<file path="src/rtl/tribus_arbiter2.sv">
// Round-robin arbiter/sequencer for a two-master tristate 2:1 mux bus.
// Bounds ownership while the other master waits and forces a bus-off turnaround between grants.
module tribus_arbiter2 #(
    parameter int unsigned HOLD_MAX = 4
) (
    input  logic       clk,
    input  logic       rst_n,
    input  logic [1:0] req,
    output logic [1:0] gnt,
    output logic       e,
    output logic       s,
    output logic       preempt
);

    localparam int unsigned CW = $clog2(HOLD_MAX + 1);
    localparam logic [CW-1:0] CNT_MAX = CW'(HOLD_MAX - 1);

    typedef enum logic [1:0] {
        IDLE = 2'd0,
        OWN0 = 2'd1,
        OWN1 = 2'd2,
        TURN = 2'd3
    } state_t;

    state_t        state;
    state_t        state_n;
    logic          last;
    logic          last_n;
    logic [CW-1:0] cnt;
    logic [CW-1:0] cnt_n;
    logic [1:0]    gnt_n;
    logic          e_n;
    logic          s_n;
    logic          preempt_n;

    // Round-robin pick: on a tie the requester that did not own last wins.
    function automatic state_t pick(input logic [1:0] r, input logic l);
        state_t p;
        case (r)
            2'b11:   p = l ? OWN0 : OWN1;
            2'b01:   p = OWN0;
            2'b10:   p = OWN1;
            default: p = IDLE;
        endcase
        return p;
    endfunction

    // Next-state and next-output decode.
    always_comb begin
        state_n   = state;
        last_n    = last;
        cnt_n     = cnt;
        preempt_n = 1'b0;
        gnt_n     = 2'b00;
        e_n       = 1'b0;
        s_n       = s;

        unique case (state)
            IDLE, TURN: begin
                state_n = pick(req, last);
                if (state_n == OWN0) begin
                    last_n = 1'b0;
                    cnt_n  = '0;
                end else if (state_n == OWN1) begin
                    last_n = 1'b1;
                    cnt_n  = '0;
                end
            end
            OWN0: begin
                if (!req[0]) begin
                    state_n = TURN;
                end else if (req[1] && (cnt == CNT_MAX)) begin
                    state_n   = TURN;
                    preempt_n = 1'b1;
                end else if (cnt != CNT_MAX) begin
                    cnt_n = cnt + CW'(1);
                end
            end
            OWN1: begin
                if (!req[1]) begin
                    state_n = TURN;
                end else if (req[0] && (cnt == CNT_MAX)) begin
                    state_n   = TURN;
                    preempt_n = 1'b1;
                end else if (cnt != CNT_MAX) begin
                    cnt_n = cnt + CW'(1);
                end
            end
            default: state_n = IDLE;
        endcase

        // Outputs are a pure decode of the state being entered; s keeps its value off-bus.
        if (state_n == OWN0) begin
            gnt_n = 2'b01;
            e_n   = 1'b1;
            s_n   = 1'b0;
        end else if (state_n == OWN1) begin
            gnt_n = 2'b10;
            e_n   = 1'b1;
            s_n   = 1'b1;
        end
    end

    always_ff @(posedge clk or negedge rst_n) begin
        if (!rst_n) begin
            state   <= IDLE;
            last    <= 1'b1;
            cnt     <= '0;
            gnt     <= 2'b00;
            e       <= 1'b0;
            s       <= 1'b0;
            preempt <= 1'b0;
        end else begin
            state   <= state_n;
            last    <= last_n;
            cnt     <= cnt_n;
            gnt     <= gnt_n;
            e       <= e_n;
            s       <= s_n;
            preempt <= preempt_n;
        end
    end

endmodule

</file>
<file path="config.mk">
export PLATFORM = sky130hd
export DESIGN_NAME = tribus_arbiter2
export DESIGN_NICKNAME = d
export VERILOG_FILES = /design/src/rtl/tribus_arbiter2.sv
export SDC_FILE = /design/constraint.sdc
export NUM_CORES = 1
export LEC_CHECK = 0
export ABC_AREA = 1
export BUFFER_PORTS_ARGS = -buffer_cell sky130_fd_sc_hd__buf_2
export CAP_MARGIN = 20
export CORE_MARGIN = 5
export CORE_UTILIZATION = 30
export CTS_BUF_LIST = sky130_fd_sc_hd__clkbuf_4 sky130_fd_sc_hd__clkbuf_8
export CTS_CLUSTER_DIAMETER = 30
export CTS_CLUSTER_SIZE = 20
export DETAILED_ROUTE_END_ITERATION = 10
export PLACE_DENSITY = 0.45
export SYNTH_ARGS = -nofsm -noshare
export SYNTH_HDL_FRONTEND = slang
export SYNTH_SLANG_ARGS = --single-unit
export TNS_END_PERCENT = 100
</file>
<file path="constraint.sdc">
create_clock -name clk -period 3.6 [get_ports clk]
set_input_delay 0.72 -clock clk [delete_from_list [all_inputs] [get_ports clk]]
set_output_delay 0.72 -clock clk [all_outputs]
set_load 0.01 [all_outputs]
</file>
# Yosys cells after proc, flatten, opt, wreduce, memory -nomap -nowiden
# Index checks and enable logic that the tools add are counted.
dict set report word_totals {
  register_bits 11
  latch_bits 0
  mem_bits_rw 0
  romBits 0
  output_inout_bits 5
  wordCells 62
  mem_count 0
}
dict set report classes {
  n_addsub 1
  multipliers 0
  n_div 0
  order_cmp 0
  eq_ne 17
  shifts 0
  mux 29
  bitwise 0
  reduce_logical 8
}
# op n
set op_table {}
lappend op_table {{3-bit 2-to-1 mux} 7}
lappend op_table {{2-bit 2-to-1 mux} 8}
lappend op_table {{2-bit equality test, second input constant} 6}
lappend op_table {{2-bit one-hot mux with 3 select lines} 2}
lappend op_table {{1-bit 2-to-1 mux} 10}
lappend op_table {{3-bit one-hot mux with 3 select lines} 1}
lappend op_table {{2-bit by 1-bit equality test with 1-bit output, second input constant} 4}
lappend op_table {{2-bit != test, second input constant} 4}
lappend op_table {{5-bit AND reduction} 1}
lappend op_table {{2-bit nonzero test} 2}
lappend op_table {{3-bit by 1-bit adder with 3-bit output, second input constant} 1}
lappend op_table {{3-bit by 2-bit equality test with 1-bit output, second input constant} 1}
lappend op_table {{3-bit by 2-bit != test with 1-bit output, second input constant} 1}
lappend op_table {{3-bit != test, second input constant} 1}
lappend op_table {{1-bit logical AND} 2}
lappend op_table {{2-bit zero test} 1}
lappend op_table {{1-bit one-hot mux with 2 select lines} 1}
lappend op_table {{2-bit AND reduction} 1}
lappend op_table {{2-bit OR reduction} 1}

# Longest topological paths before layout
dict set report logic_depth {
  word_depth 8
  depth_mapped 11
}

# Least setup slack after synthesis
# OpenSTA, ideal clock, no wires.
dict set report synth_timing {
  path_type {register -> register}
  start {register cnt[0]}
  end {register s}
  t_arrival_ns 1.649
  path_slack_ns 1.829
  path_stages_with_launch 12
  period_less_slack_ns 1.771
  path_cell_list {dfrtp_1 > ha_1 > ha_1 > nand2_2 > nand2_1 > nand2_2 > nand2_2 > o21ai_2 > inv_1 > ha_1 > nand2_1 > o21ai_1}
}
dict set report synth_between {
  elab_chain_len 7
  elab_cells_between_ends 12
}
# element line
set synth_rtl {}
lappend synth_rtl {{from (decl)} 29} ;# logic [CW-1:0] cnt;
lappend synth_rtl {{from (signal assigned)} 116} ;# cnt <= cnt_n;
lappend synth_rtl {{3-bit by 2-bit equality test with 1-bit output *} {72, 82}}
lappend synth_rtl {{1-bit logical AND (on tied branches)} {82, 72}}
lappend synth_rtl {{2-bit 2-to-1 mux (on tied branches)} {82, 72}}
lappend synth_rtl {{2-bit 2-to-1 mux (on tied branches)} {80, 70}}
lappend synth_rtl {{2-bit one-hot mux with 3 select lines *} 58} ;# unique case (state)
lappend synth_rtl {{2-bit by 1-bit equality test with 1-bit output or 2-bit equality test (tied branches)} {93, 97}}
lappend synth_rtl {{1-bit 2-to-1 mux or 2-bit nonzero test (tied branches)} n/a}
lappend synth_rtl {{to (signal assigned)} 119} ;# s <= s_n;
lappend synth_rtl {{to (decl)} 11} ;# output logic s,
# Mark *: on every way between the ends. The rest lies on a longest branch, timed or not.
# A chain may end at the register's enable or synchronous reset.

# Final worst setup path
# Same ends and word-level chain as after synthesis.

==> results.yml <==
logic_synthesis:
  synth_largest_area_cell: "dfrtp_1"
  synth_top_area_share_pct: 40.8
  syn-cell-area_sq_um: 613
  syn_nets: 83
  netlist-cell-type-count: 18
  synthCells: 72
  syn_avg_cell_area_sq_um: 8.52
  synth_area_leaders: "dfrtp_1 41%, ha_1 14%, nand2_1 12%, inv_1 5.5%, nand2_2 5.1%"
  ys_seq_elements: 11
  yosysSeqAreaShare_pct: 45.1
  synth-warning-count: 0
final_layout:
  layout.nets: 96
  final_util_pct: 36.5
  drive_above_1_share_pct: 26.2
  num-fill-cells: 223
  stdcell_area_sq_um: 717
  syn_to_final_growth_pct: 16.9
  n_antenna_cell: 0
  multiInputGateArea_sq_um: 299
  seq_area_sq_um: 277
placed_design:
  post-dp-hpwl_um: 851
  gp_congestion: 0.764
  port_buffers: 8
  dp_slack_ps: 1620
  place_area_sq_um: 687
global_routing:
  grt_pass1_vias: 484
  grt_pass1_wl_um: 1970
  grt_max_degree: 12
  grt_usage_pct: 8.23
  grt_overflow: 0
  antenna_found_initial: 0
die:
  initial_core_util_pct: 31.2
  row_count: 16
  ios: 9
  die_area_sq_um: 3050
  fp.dieW_um: 55.2
  core_area_sq_um: 1960
  die_height_um: 55.2
clocking:
  hold_buffers: 0
  tritoncts: "built"
  cts_resized: 0
  clk_pin_slew_ps: 70
  htreeDepth: 1
  cts_setup_buffers: 0
  cts_sinks: 11
  root_buffer: "clkbuf_4"
  cts_buffers: 3
  clk_path_buf_depth: 2
  insertion_delay_ps: 260
timing:
  period_minus_slack_ps: 1900
  tns_ps: 0
  finalClockSkew_ps: 5.65
  rsz0062_at_grt: "no"
  fin_ws_ps: 1700
  worstMarginPinSlew_ps: 249
  slew_viol_final: 0
  hold_violations: 0
  relSlewSlack_pct: 83.4
  finalCritPeriodShare_pct: 52.9
  setup_viol: 0
  max_freq_mhz: 525
detailed_routing:
  dr_total_vias: 471
  ant_nets: 0
  drt-total-wl_um: 1040
  drc: 0
  dr.first_iter.drc_count: 7
  wl_per_cell_um: 9.38
  firstDrtPassIters: 4
  viasPerCell: 4.24
critical_path:
  reg2reg_from: "cnt[0]"
  cp-end-kind: "flop"
  worstPathArrival_ps: 2050
  cp-start-kind: "flop"
  critical_path.max_fanout: 5
  worstPathRequired_ps: 3750
  path_class: "flop to flop"
  rrSetupSlack_ps: 1700
  r2r_end: "s"
  rr_worst_depth: 11
run_status:
  status: "complete, no violations"
power:
  vdd_drop_max_uv: 461
  fin_total_pwr_uw: 701
  p_leak_nw: 0.400
  powerDensity_nw_per_um2: 977
hold_path:
  hp-class: "input pin to asynchronous set/reset pin"
flow_run:
  drv_cap: 0
## worst max-delay path, cell delays in order, from the launching register on
cell	delay (ps)
dfrtp_1	400
ha_1	200
ha_1	210
nand2_2	80
nand2_1	60
nand2_2	120
nand2_2	70
o21ai_2	150
inv_1	80
ha_1	300
nand2_1	70
o21ai_1	50
## cell type report
type                    count  share of cell area (%)
inverters                  10                    5.24
flip-flops and latches     11                    38.6
multi-input cells          51                    41.7
clock buffers               4                    4.19
repair buffers              8                    5.58
well taps                  27                    4.71
## routing by layer
metal | global-route usage [%] | vias up | share of wire (%) | wire (um)
li1 | - | 252 | - | -
met1 | 10.4 | 205 | 50 | 525
met2 | 11.5 | 12 | 42 | 437
met3 | 3.26 | 2 | 6.5 | 68
met4 | 5.21 | 0 | 0.96 | 10
met5 | 0 | - | 0 | 0
## power breakdown
group | leakage, nW | switching [mW] | internal [mW]
clock network | 0.0184 | 0.0398 | 0.0503
registers | 0.137 | 0.0210 | 0.184
logic | 0.244 | 0.254 | 0.152
total | 0.400 | 0.315 | 0.386
## state kept, by name (all words and copies together), names as in the netlist
| signal | flops |
|---|---|
| state | 2 |
| last | 1 |
| gnt | 2 |
| s | 1 |
| e | 1 |
| cnt | 3 |
| preempt | 1 |
## synthesized netlist by cell type
master   instances
nand2_1         19
dfrtp_1         10
inv_1            9
ha_1             7
nand2_2          5
nor2_1           5
nand4_1          3
o21ai_1          3
nand3_1          2
a21oi_1          1
dfstp_2          1
inv_2            1
nand3_2          1
nor2_2           1
nor3_1           1
o21ai_0          1
o21ai_2          1
or2_1            1
## layout by cell type, fill, tap and decap left out
cell type / instances
o21ai_0: 1
buf_2: 8
a21oi_1: 1
nand4_1: 3
nand2_1: 19
nand3_1: 2
dfstp_2: 1
o21ai_1: 3
inv_1: 9
nand3_2: 1
or2_1: 1
ha_1: 7
nor2_1: 5
inv_2: 1
dfrtp_1: 10
nand2_2: 5
o21ai_2: 1
nor3_1: 1
nor2_2: 1
clkbuf_4: 4
## how the worst max path moves through the flow
stage	slack, ps	depth (start not counted)	start	endpoint
3_5_place_dp	1620	10	req[1]	s
3_3_place_gp	1640	10	req[1]	s
5_1_grt	1470	11	cnt[0]	s
2_1_floorplan	1830	11	cnt[0]	s
6_report	1700	11	cnt[0]	s
4_1_cts	1680	11	cnt[0]	s
## through the flow
step | hold slack (ps) | cells
after global routing | 318 | 111
after CTS | 308 | 111
after floorplan | 424 | 72
after global placement | 458 | 107
final | 311 | 111
after detailed placement | 459 | 107
## kinds of logic (layout without fill, tap and decap cells)
family | Yosys count | after routing | synth area share [%]
and+or+nand+nor | 38 | 38 | 29.0
DFF | 11 | 11 | 45.1
buffers and inverters | 10 | 22 | 6.12
adders and majority gates | 7 | 7 | 14.3
AOI/OAI and AO/OA | 6 | 6 | 5.51
Power figures use the tool's default switching activity.
